`src/rtl/keypad_pkg.sv`:
```
// keypad_pkg: shared state encoding, key-code and 7-segment lookup tables for the keypad scanner
package keypad_pkg;
  typedef enum logic [1:0] {SCAN, DEB_PRESS, HELD, DEB_RELEASE} state_t;
  // index {row, col}; row 3 holds *, 0, #, D
  localparam logic [15:0][3:0] KEY_LUT = 64'hDF0E_C987_B654_A321;
  localparam logic [15:0][6:0] SEG_LUT = {7'h71, 7'h79, 7'h5E, 7'h39, 7'h7C, 7'h77, 7'h6F, 7'h7F,
                                          7'h07, 7'h7D, 7'h6D, 7'h66, 7'h4F, 7'h5B, 7'h06, 7'h3F};
  function automatic logic [1:0] lowest_row(input logic [3:0] r);
    return r[0] ? 2'd0 : r[1] ? 2'd1 : r[2] ? 2'd2 : 2'd3;
  endfunction
endpackage

```
`src/rtl/keypad_debounce_sync.sv`:
```
// keypad_debounce_sync: two-flop row synchronizer plus the shared scan/debounce counter
module keypad_debounce_sync #(
  parameter int CW = 2,
  parameter int STABLE_CYCLES = 2
) (
  input  logic          clk,
  input  logic          rst,
  input  logic [3:0]    filas_raw,
  input  logic          clr,
  input  logic          inc,
  output logic [3:0]    rows_s,
  output logic [CW-1:0] cnt,
  output logic          stable
);
  logic [3:0] meta;
  assign stable = cnt == CW'(STABLE_CYCLES - 1);
  always_ff @(posedge clk) begin
    if (rst) begin
      meta   <= '0;
      rows_s <= '0;
      cnt    <= '0;
    end else begin
      meta   <= filas_raw;
      rows_s <= meta;
      cnt    <= clr ? '0 : cnt + CW'(inc);
    end
  end
endmodule

```
`src/rtl/keypad_lecture.sv`:
```
// keypad_lecture: 4x4 keypad scanner with debounce and hex decode; KEYPAD_SEVENSEG_EN adds 7-segment output d
module keypad_lecture
  import keypad_pkg::*;
#(
  parameter int SCAN_DIV = 50000,
  parameter int DEBOUNCE_CYCLES = 270000
) (
  input  logic       clk,
  input  logic       rst,
  input  logic [3:0] filas_raw,
  output logic [3:0] columnas,
  output logic [3:0] sample,
  output logic       key_valid
`ifdef KEYPAD_SEVENSEG_EN
  ,
  output logic [6:0] d
`endif
);
  localparam int CW = $clog2(SCAN_DIV > DEBOUNCE_CYCLES ? SCAN_DIV : DEBOUNCE_CYCLES);
  state_t state;
  logic [1:0] col;
  logic [3:0] rows_s, rows_l;
  logic [CW-1:0] cnt;
  logic stable, clr, inc, rows_nz, scan_done;
  keypad_debounce_sync #(.CW(CW), .STABLE_CYCLES(DEBOUNCE_CYCLES)) u_sync (
    .clk(clk), .rst(rst), .filas_raw(filas_raw), .clr(clr), .inc(inc),
    .rows_s(rows_s), .cnt(cnt), .stable(stable)
  );
  assign rows_nz   = |rows_s;
  assign scan_done = cnt == CW'(SCAN_DIV - 1);
  // HELD always clears so the release window starts from zero
  assign clr = (state == SCAN)      ? (rows_nz || scan_done) :
               (state == DEB_PRESS) ? (rows_s != rows_l || stable) :
               (state == HELD)      ? 1'b1 : (rows_nz || stable);
  assign inc = state != HELD;
  assign columnas = 4'b0001 << col;
`ifdef KEYPAD_SEVENSEG_EN
  assign d = SEG_LUT[sample];
`endif
  always_ff @(posedge clk) begin
    if (rst) begin
      state     <= SCAN;
      col       <= '0;
      rows_l    <= '0;
      sample    <= '0;
      key_valid <= 1'b0;
    end else begin
      key_valid <= 1'b0;
      case (state)
        SCAN: begin
          if (rows_nz) begin
            rows_l <= rows_s;
            state  <= DEB_PRESS;
          end else if (scan_done) col <= col + 2'd1;
        end
        DEB_PRESS: begin
          if (rows_s != rows_l) state <= SCAN;
          else if (stable) begin
            state     <= HELD;
            sample    <= KEY_LUT[{lowest_row(rows_l), col}];
            key_valid <= 1'b1;
          end
        end
        HELD: if (!rows_nz) state <= DEB_RELEASE;
        default: begin
          if (rows_nz) state <= HELD;
          else if (stable) begin
            state <= SCAN;
            col   <= col + 2'd1;
          end
        end
      endcase
    end
  end
endmodule

```
`config.mk`:
```
export PLATFORM = sky130hd
export DESIGN_NAME = keypad_lecture
export DESIGN_NICKNAME = d
export VERILOG_FILES = /design/src/rtl/keypad_pkg.sv /design/src/rtl/keypad_debounce_sync.sv /design/src/rtl/keypad_lecture.sv
export SDC_FILE = /design/constraint.sdc
export NUM_CORES = 1
export LEC_CHECK = 0
export ABC_AREA = 1
export CORE_ASPECT_RATIO = 1.5
export CORE_UTILIZATION = 59
export DETAILED_ROUTE_END_ITERATION = 10
export PLACE_DENSITY_LB_ADDON = 0.25
export SLEW_MARGIN = 20
export SYNTH_ARGS = -nofsm -noshare
export SYNTH_HDL_FRONTEND = slang
export SYNTH_SLANG_ARGS = --single-unit
```
`constraint.sdc`:
```
create_clock -name clk -period 2.5 [get_ports clk]
set_input_delay 0.25 -clock clk [delete_from_list [all_inputs] [get_ports clk]]
set_output_delay 0.25 -clock clk [all_outputs]
set_load 0.05 [all_outputs]
```
==> impl_metrics.env, run 1 <==
export IMPL_status="complete, no violations"
export IMPL_grt_pass1_vias=1721
export IMPL_drtAntennaViolNets=0
export IMPL_wl_per_cell_microns=11.4
export IMPL_clk_pin_slew_ns=0.07
export IMPL_power_total_mw=2.00
export IMPL_final_period_utilization=0.905
export IMPL_grt_usage=0.236
export IMPL_syn_num_nets=335
export IMPL_p_clk_frac=0.214
export IMPL_postPlaceCellArea_sq_um=2440
export IMPL_fp_row_count=27
export IMPL_hold_viol_final=0
export IMPL_setup_worst_path_end_class="flip-flop"
export IMPL_avgSynthCellArea_sq_um=7.18
export IMPL_yosys_warnings=0
export IMPL_fillerInstances=330
export IMPL_p_switching_uw=820
export IMPL_slew_headroom=0.670
export IMPL_drc_errors=0
export IMPL_switching_share=0.410
export IMPL_clk_path_buf_depth=2
export IMPL_cts_sinks=40
export IMPL_antenna_found_initial=0
export IMPL_final_cell_area_sq_um=2540
export IMPL_vias=1916
export IMPL_cts_resized=0
export IMPL_root_buffer="clkbuf_8"
export IMPL_postCtsSetupBuffers=0
export IMPL_seqPwrFrac=0.370
export IMPL_initial_core_util=0.618
export IMPL_finalNetCount=353
export IMPL_top_level_ports=15
export IMPL_dp_hpwl_microns=3350
export IMPL_drive_gt1_frac=0.113
export IMPL_rsz0062_at_grt="no"
export IMPL_setup_viol=0
export IMPL_max_freq_ghz=0.442
export IMPL_worstPathArrival_ns=2.43
export IMPL_die_w_microns=52.7
export IMPL_finClkSkew_ns=0.00512
export IMPL_grt_max_degree=20
export IMPL_grt_overflow=0
export IMPL_p_per_area_nw_per_um2=789
export IMPL_cts_tree="built"
export IMPL_grt_pass1_wl_microns=7240
export IMPL_seq_area_frac_synth=0.352
export IMPL_final_util=0.689
export IMPL_p_int_mw=1.18
export IMPL_required_ns=2.67
export IMPL_p_leak_nw=1.06
export IMPL_synthCells=317
export IMPL_hold_path_class="flip-flop to flip-flop"
export IMPL_first_iter_violations=36
export IMPL_clock_latency_ns=0.28
export IMPL_worst_pin_slew_ns=0.493
export IMPL_die_area_sq_um=4120
export IMPL_h_tree_depth=2
export IMPL_worstSetupPathType="flip-flop to flip-flop"
export IMPL_drv_cap=0
export IMPL_finalCriticalPeriod_ns=2.26
export IMPL_ys_ff_latch=40
export IMPL_holdBufCountCts=0
export IMPL_wl_microns=4320
export IMPL_start_kind="flip-flop"
export IMPL_path_max_fanout=4
export IMPL_ys_types=31
export IMPL_portBuffers=14
export IMPL_place_congestion=0.964
export IMPL_combPwrFrac=0.416
export IMPL_viasPerCell=5.06
export IMPL_peakVddDrop_v=0.000593
export IMPL_finalMaxSlewViolations=0
export IMPL_die_h_microns=78.1
export IMPL_tns_ns=0
export IMPL_syn_area_sq_um=2280
export IMPL_antenna_cells=0
export IMPL_core_area_sq_um=3680
export IMPL_drt_pass1_iterations=4
export IMPL_numCtsBuffers=5
export IMPL_areaGrowthSynthToFinish_pct=11.4
worst max-delay path, stage by stage, from the launching register on:
cell and delay, ns:
dfxtp_1 0.36, inv_1 0.09, ha_1 0.24, inv_1 0.09, ha_1 0.18, ha_1 0.19
nand3_1 0.14, nand3b_1 0.29, nor2_1 0.21, nand2_1 0.08, xor2_1 0.14, inv_1 0.10
nor2_4 0.04
cell usage after synthesis:
library cell / count / area (sq um)
nand2_1: 61 / 229
nor2_1: 53 / 199
inv_1: 51 / 191
dfxtp_1: 40 / 801
nand3_1: 15 / 75.1
ha_1: 12 / 150
nor2_4: 12 / 135
o21ai_0: 11 / 55.1
xor2_1: 11 / 96.3
a21oi_1: 9 / 45.0
xnor2_1: 6 / 52.6
nand4_1: 5 / 31.3
inv_2: 4 / 15.0
nor3_1: 4 / 20.0
nand2_2: 3 / 18.8
nor2_2: 3 / 18.8
buf_2: 2 / 10.0
nand3b_1: 2 / 15.0
a21oi_2: 1 / 8.76
buf_12: 1 / 20.0
clkbuf_1: 1 / 3.75
clkinv_1: 1 / 3.75
nand2_4: 1 / 11.3
nand3_2: 1 / 10.0
nand3_4: 1 / 17.5
nor3_2: 1 / 10.0
o211ai_1: 1 / 7.51
o21ai_1: 1 / 5.00
o21ai_2: 1 / 8.76
or2_1: 1 / 6.26
or2_2: 1 / 6.26
per-layer routing:
| metal | vias up | GRT usage | routed length, microns |
|---|---|---|---|
| li1 | 998 | - | - |
| met1 | 870 | 0.248 | 1730 |
| met2 | 34 | 0.422 | 2350 |
| met3 | 14 | 0.0446 | 102 |
| met4 | 0 | 0.126 | 138 |
| met5 | - | 0 | 0 |
cell type report:
cell class                      count  area (sq um)  area share
Timing Repair Buffer               15           148      0.0582
Multi-Input combinational cell    217          1230       0.486
Inverter                           56           210      0.0828
Tap cell                           43          53.8      0.0212
Clock buffer                        6          82.6      0.0325
Clock inverter                      2          10.0     0.00394
Sequential cell                    40           801       0.316
per-stage QoR:
stage | std cells | hold slack, ns | setup WS [ns]
after global routing | 379 | 0.424 | 0.0940
after global placement | 371 | 0.390 | 0.381
after floorplan | 317 | 0.319 | 0.550
after CTS | 379 | 0.406 | 0.244
after detailed placement | 371 | 0.395 | 0.291
final | 379 | 0.405 | 0.238
cell usage in the layout (no fill, tap or decap), drive strengths merged, types with 3 or more instances in the layout:
| cell | n |
|---|---|
| a21oi | 10 |
| clkbuf | 6 |
| clkdlybuf4s50 | 14 |
| clkinv | 3 |
| dfxtp | 40 |
| ha | 12 |
| inv | 55 |
| nand2 | 65 |
| nand3 | 17 |
| nand4 | 5 |
| nor2 | 68 |
| nor3 | 5 |
| o21ai | 13 |
| xnor2 | 6 |
| xor2 | 11 |
sequential cells by signal, summed over array words and instances (netlist names):
signal / flops
col: 2
u_sync.meta: 4
u_sync.rows_s: 4
rows_l: 4
key_valid: 1
sample: 4
state: 2
u_sync.cnt: 19
worst paths after layout:
check	cells past startpoint	slack, ns	from	endpoint
setup / recovery	12	0.24	state[0]$_SDFFE_PP0P_	u_sync.cnt[12]$_SDFF_PP0_
hold / removal	2	0.40	u_sync.meta[3]$_SDFF_PP0_	u_sync.rows_s[3]$_SDFF_PP0_
setup reg to reg	12	0.24	state[0]$_SDFFE_PP0P_	u_sync.cnt[12]$_SDFF_PP0_
hold reg to reg	2	0.40	u_sync.meta[3]$_SDFF_PP0_	u_sync.rows_s[3]$_SDFF_PP0_
logic make-up (layout without fill, tap and decap cells):
family | count (synthesis) | count (layout) | synth area share
compound gates | 24 | 24 | 0.0571
xor+xnor | 17 | 17 | 0.0654
fa+ha+maj | 12 | 12 | 0.0659
buf+inv | 60 | 79 | 0.107
flops | 40 | 40 | 0.352
simple gates | 164 | 164 | 0.353
power groups by stage:
stage / clock network [mW] / logic (mW) / registers, mW
global placement: 0 / 0.805 / 0.751
detailed placement: 0 / 0.824 / 0.754
finish: 0.429 / 0.833 / 0.740
floorplan: 0 / 0.695 / 0.740
CTS: 0.444 / 0.835 / 0.739
global route: 0.475 / 0.938 / 0.748
No activity file was read; power rests on OpenSTA's default activity.
==> run 2, diff against run 1 <==
--- a/config.mk
+++ b/config.mk
@@ -6,8 +6,10 @@
 export NUM_CORES = 1
 export LEC_CHECK = 0
 export ABC_AREA = 1
+export CELL_PAD_IN_SITES_DETAIL_PLACEMENT = 1
+export CELL_PAD_IN_SITES_GLOBAL_PLACEMENT = 2
 export CORE_ASPECT_RATIO = 1.5
-export CORE_UTILIZATION = 59
+export CORE_UTILIZATION = 34
 export DETAILED_ROUTE_END_ITERATION = 10
 export PLACE_DENSITY_LB_ADDON = 0.25
 export SLEW_MARGIN = 20
==> constraint.sdc (replaced) <==
create_clock -name clk -period 2.4 [get_ports clk]
set_input_delay 0.24 -clock clk [delete_from_list [all_inputs] [get_ports clk]]
set_output_delay 0.24 -clock clk [all_outputs]
set_load 0.05 [all_outputs]
==> impl_metrics.env, run 2 (synthesized netlist as in run 1, its figures left out) <==
export IMPL_postPlaceCellArea_sq_um=2490
export IMPL_cp_cell_sequence="inv_1 > ha_1 > inv_1 > ha_1 > ha_1 > nand3_1 > nand3b_1 > nor2_2 > nand2_1 > xor2_1 > inv_1 > nor2_4"
export IMPL_reg2reg_from="state[0]$_SDFFE_PP0P_"
export IMPL_die_area_sq_um=7040
export IMPL_drc_errors=0
export IMPL_drive_gt1_frac=0.119
export IMPL_vias=1937
export IMPL_wl_microns=5200
export IMPL_antenna_cells=0
export IMPL_drv_cap=0
export IMPL_grt_pass1_wl_microns=8870
export IMPL_dp_hpwl_microns=4260
export IMPL_finClkSkew_ns=0.00411
export IMPL_first_iter_violations=58
export IMPL_critPathLaunch="state[0]$_SDFFE_PP0P_"
export IMPL_critPathCapture="u_sync.cnt[12]$_SDFF_PP0_"
export IMPL_peakVddDrop_v=0.000271
export IMPL_final_common_cell="nand2_1"
export IMPL_hold_path_class="flip-flop to flip-flop"
export IMPL_place_congestion=0.791
export IMPL_fillerInstances=848
export IMPL_finalMaxSlewViolations=0
export IMPL_core_area_sq_um=6490
export IMPL_final_period_utilization=0.926
export IMPL_areaGrowthSynthToFinish_pct=13.5
export IMPL_grt_usage=0.172
export IMPL_holdBufCountCts=0
export IMPL_setup_viol=0
export IMPL_viasPerCell=4.69
export IMPL_cp_slowest_stage_delay_ns=0.36
export IMPL_grt_pass1_vias=1964
export IMPL_clock_latency_ns=0.29
export IMPL_cts_tree="built"
export IMPL_finalNetCount=354
export IMPL_rr_endpoint="u_sync.cnt[12]$_SDFF_PP0_"
export IMPL_clk_pin_slew_ns=0.08
export IMPL_final_cell_area_sq_um=2580
export IMPL_path_max_fanout=4
export IMPL_clk_path_buf_depth=2
export IMPL_crit_buf_inv=3
export IMPL_status="complete, no violations"
export IMPL_root_buffer="clkbuf_8"
export IMPL_largest_register="u_sync.cnt"
export IMPL_wl_per_cell_microns=12.6
export IMPL_p_per_area_nw_per_um2=814
export IMPL_fp_row_count=36
export IMPL_grt_overflow=0
export IMPL_portBuffers=14
export IMPL_cpMaxStageDelayCell="dfxtp_1"
export IMPL_drtAntennaViolNets=0
export IMPL_setup_worst_path_end_class="flip-flop"
export IMPL_cp_top_family="simple AND/OR/NAND/NOR gates"
export IMPL_drt_pass1_iterations=4
export IMPL_antenna_found_initial=0
export IMPL_final_cell_mix="nand2_1, nor2_1, inv_1"
export IMPL_tns_ns=0
export IMPL_worst_pin_slew_ns=0.500
export IMPL_max_freq_ghz=0.450
export IMPL_r2r_worst_path_cells=12
export IMPL_rrSetupSlack_ns=0.18
export IMPL_required_ns=2.58
export IMPL_h_tree_depth=2
export IMPL_worstSetupPathType="flip-flop to flip-flop"
export IMPL_top_level_ports=15
export IMPL_dp_cells=405
export IMPL_postCtsSetupBuffers=0
export IMPL_start_kind="flip-flop"
export IMPL_worstPathArrival_ns=2.40
export IMPL_grt_max_degree=20
export IMPL_critical_path_depth=12
export IMPL_p_leak_nw=1.07
export IMPL_layout_cells_non_filler=413
export IMPL_final_util=0.398
export IMPL_rsz0062_at_grt="yes"
export IMPL_initial_core_util=0.351
export IMPL_cts_sinks=40
export IMPL_finalCriticalPeriod_ns=2.22
export IMPL_die_h_microns=102
export IMPL_die_w_microns=68.8
export IMPL_largest_reg_flops=19
export IMPL_hold_viol_final=0
export IMPL_numCtsBuffers=5
export IMPL_slew_headroom=0.666
## run 2: repair_timing
| action | in CTS | in global routing |
|---|---|---|
| endpoints found under the setup margin | 0 | 2 |
| gates resized for setup | 0 | 1 |
| endpoints found under the hold margin | 0 | 0 |
## run 2: per-stage QoR
step,hold slack [ns],power [mW],setup slack (ns)
2_1_floorplan,0.309,1.49,0.450
3_3_place_gp,0.390,1.69,0.249
3_5_place_dp,0.397,1.70,0.165
4_1_cts,0.407,2.16,0.137
5_1_grt,0.423,2.30,-0.0582
6_report,0.405,2.10,0.177
## run 2: layout make-up
cell class	instances	area [sq um]	share of cell area
clock buffers	5	68.8	0.0266
clock inverters	3	18.8	0.00726
inverters	56	210	0.0814
multi-input cells	217	1230	0.478
flip-flops and latches	40	801	0.310
well taps	76	95.1	0.0368
repair buffers	16	155	0.0600
## run 2: power breakdown
part / internal [mW] / switching [mW] / leakage, nW
clock network: 0.203 / 0.241 / 0.0479
logic: 0.289 / 0.601 / 0.694
registers: 0.717 / 0.0522 / 0.325
## run 2: tightest hold or removal path: cells and delay by family (launching register included)
family                 cells  cell delay, ns
DFF                        1            0.30
buffers and inverters      1            0.04
and+or+nand+nor            1            0.03
## run 2: layer usage
metal  vias to the layer above  part of all wire  global-route usage
li1                        998                 -                   -
met1                       910              0.37               0.165
met2                        21              0.59               0.348
met3                         8             0.018              0.0279
met4                         0             0.015              0.0597
met5                         -                 0                   0
## run 2: worst min-delay path by stage
stage                                   start                           to  cells after the start
floorplan                                 rst       rows_l[0]$_SDFFE_PP0P_                      1
global placement    u_sync.meta[0]$_SDFF_PP0_  u_sync.rows_s[0]$_SDFF_PP0_                      2
detailed placement  u_sync.meta[3]$_SDFF_PP0_  u_sync.rows_s[3]$_SDFF_PP0_                      2
CTS                 u_sync.meta[3]$_SDFF_PP0_  u_sync.rows_s[3]$_SDFF_PP0_                      2
global route        u_sync.meta[1]$_SDFF_PP0_  u_sync.rows_s[1]$_SDFF_PP0_                      2
finish              u_sync.meta[3]$_SDFF_PP0_  u_sync.rows_s[3]$_SDFF_PP0_                      2
==> run 3, diff against run 2 <==
--- a/config.mk
+++ b/config.mk
@@ -6,10 +6,10 @@
 export NUM_CORES = 1
 export LEC_CHECK = 0
 export ABC_AREA = 1
-export CELL_PAD_IN_SITES_DETAIL_PLACEMENT = 1
-export CELL_PAD_IN_SITES_GLOBAL_PLACEMENT = 2
-export CORE_ASPECT_RATIO = 1.5
-export CORE_UTILIZATION = 34
+export CELL_PAD_IN_SITES_DETAIL_PLACEMENT = 0
+export CELL_PAD_IN_SITES_GLOBAL_PLACEMENT = 1
+export CORE_ASPECT_RATIO = 0.75
+export CORE_UTILIZATION = 43
 export DETAILED_ROUTE_END_ITERATION = 10
 export PLACE_DENSITY_LB_ADDON = 0.25
 export SLEW_MARGIN = 20
==> constraint.sdc (replaced) <==
create_clock -name clk -period 2.1 [get_ports clk]
set_input_delay 0.21 -clock clk [delete_from_list [all_inputs] [get_ports clk]]
set_output_delay 0.21 -clock clk [all_outputs]
set_load 0.05 [all_outputs]
==> impl_metrics.env, run 3 (synthesized netlist as in run 1, its figures left out) <==
export IMPL_status="complete, no violations"
export IMPL_antenna_found_initial=0
export IMPL_drive_gt1_frac=0.139
export IMPL_wl_per_cell_microns=10.6
export IMPL_setup_viol=0
export IMPL_p_leak_nw=1.14
export IMPL_worst_pin_slew_ns=0.508
export IMPL_drv_cap=0
export IMPL_finalCriticalPeriod_ns=1.98
export IMPL_final_cell_area_sq_um=2660
export IMPL_largest_register="u_sync.cnt"
export IMPL_grt_max_degree=20
export IMPL_numCtsBuffers=5
export IMPL_worstSetupPathType="flip-flop to output pin"
export IMPL_hold_viol_final=0
export IMPL_worst_hold_slack_ns=0.404
export IMPL_root_buffer="clkbuf_8"
export IMPL_min_from="u_sync.meta[0]$_SDFF_PP0_"
export IMPL_reg2reg_from="state[0]$_SDFFE_PP0P_"
export IMPL_drtAntennaViolNets=0
export IMPL_postPlaceCellArea_sq_um=2500
export IMPL_antenna_cells=0
export IMPL_wl_microns=4370
export IMPL_grt_pass1_vias=1663
export IMPL_viasPerCell=4.48
export IMPL_portBuffers=14
export IMPL_start_kind="flip-flop"
export IMPL_drt_pass1_iterations=4
export IMPL_die_area_sq_um=5590
export IMPL_top_level_ports=15
export IMPL_clk_path_buf_depth=2
export IMPL_peakVddDrop_v=0.000751
export IMPL_die_h_microns=65.0
export IMPL_initial_core_util=0.457
export IMPL_die_w_microns=86.0
export IMPL_grt_pass1_wl_microns=7640
export IMPL_drc_errors=0
export IMPL_dp_cells=402
export IMPL_p_per_area_nw_per_um2=951
export IMPL_cts_tree="built"
export IMPL_dp_hpwl_microns=3310
export IMPL_r2r_worst_path_cells=12
export IMPL_clk_pin_slew_ns=0.08
export IMPL_final_period_utilization=0.941
export IMPL_final_common_cell="nand2_1"
export IMPL_core_area_sq_um=4980
export IMPL_holdBufCountCts=0
export IMPL_final_cell_mix="nand2_1, nor2_1, inv_1"
export IMPL_required_ns=1.89
export IMPL_worstPathArrival_ns=1.77
export IMPL_layout_cells_non_filler=411
export IMPL_place_congestion=0.905
export IMPL_max_freq_ghz=0.506
export IMPL_grt_usage=0.174
export IMPL_path_max_fanout=6
export IMPL_h_tree_depth=2
export IMPL_hold_path_class="flip-flop to flip-flop"
export IMPL_clock_latency_ns=0.29
export IMPL_largest_reg_flops=19
export IMPL_vias=1843
export IMPL_setup_worst_path_end_class="output pin"
export IMPL_rr_endpoint="u_sync.cnt[12]$_SDFF_PP0_"
export IMPL_fp_row_count=22
export IMPL_first_iter_violations=67
export IMPL_finalNetCount=356
export IMPL_finClkSkew_ns=0.00616
export IMPL_hold_end="u_sync.rows_s[0]$_SDFF_PP0_"
export IMPL_fillerInstances=487
export IMPL_finalMaxSlewViolations=0
export IMPL_rrSetupSlack_ns=0.13
export IMPL_worstHoldPathCells=2
export IMPL_grt_overflow=0
export IMPL_cts_sinks=40
export IMPL_slew_headroom=0.661
export IMPL_areaGrowthSynthToFinish_pct=16.9
==> run 3: cell count changes in the layout (fill, tap and decap cells not counted), moves of 2 or more <==
cell             before  now
buf_4                 2    4
clkdlybuf4s50_1      14   11
dlymetal6s2s_1        0    3
ha_1                 12   10
ha_4                  0    2
==> run 3: worst max path at each step <==
stage	startpoint	to	slack, ns	cells past startpoint
6_report	col[1]$_SDFFE_PP0P_	columnas[1]	0.12	3
5_1_grt	state[0]$_SDFFE_PP0P_	u_sync.cnt[12]$_SDFF_PP0_	-0.004	12
4_1_cts	col[0]$_SDFFE_PP0P_	columnas[0]	0.01	3
3_5_place_dp	state[0]$_SDFFE_PP0P_	u_sync.cnt[12]$_SDFF_PP0_	-0.007	12
3_3_place_gp	state[0]$_SDFFE_PP0P_	u_sync.cnt[12]$_SDFF_PP0_	0.06	12
2_1_floorplan	state[0]$_SDFFE_PP0P_	u_sync.cnt[12]$_SDFF_PP0_	0.15	12
==> run 3: area by class of cell <==
type	instances	area, sq um	share of cell area
multi-input combinational	217	1270	0.477
sequential	40	802	0.301
inverter	56	210	0.0789
timing repair buffer	18	178	0.0667
tap	72	90.1	0.0338
clock buffer	5	68.8	0.0258
clock inverter	3	42.5	0.0160
==> run 3: repair_timing <==
item | 4_1_cts | 5_1_grt
pin swaps | 1 | 1
setup endpoints to repair | 1 | 11
gates resized for setup | 1 | 11
buffers inserted | 1 | 0
==> run 3: report_power, final <==
part	switching, mW	internal [mW]	total [mW]
Combinational	0.663	0.354	1.02
Sequential	0.0648	0.822	0.887
Clock	0.278	0.352	0.630
Total	1.01	1.53	2.53
==> run 3: worst max-delay path: stages (launching register included) <==
cell and delay, ns:
dfxtp_1 0.34, inv_1 0.16, ha_1 0.17, clkdlybuf4s50_1 0.80
==> run 3: layer usage <==
layer / global-route usage / up-vias / part of all wire
met2: 0.248 / 54 / 0.39
li1: - / 1001 / -
met4: 0.0438 / 0 / 0.0048
met5: 0 / - / 0
met1: 0.259 / 786 / 0.54
met3: 0.0408 / 2 / 0.062
==> run 3: metrics by stage <==
step                setup slack, ns   util  setup TNS, ns  power (mW)
global placement             0.0650  0.501              0        1.89
CTS                          0.0107  0.525              0        2.52
floorplan                     0.150      -              0        1.71
finish                        0.124  0.534              0        2.53
detailed placement         -0.00659  0.501       -0.00659        1.89
global route               -0.00414  0.534       -0.00414        2.73
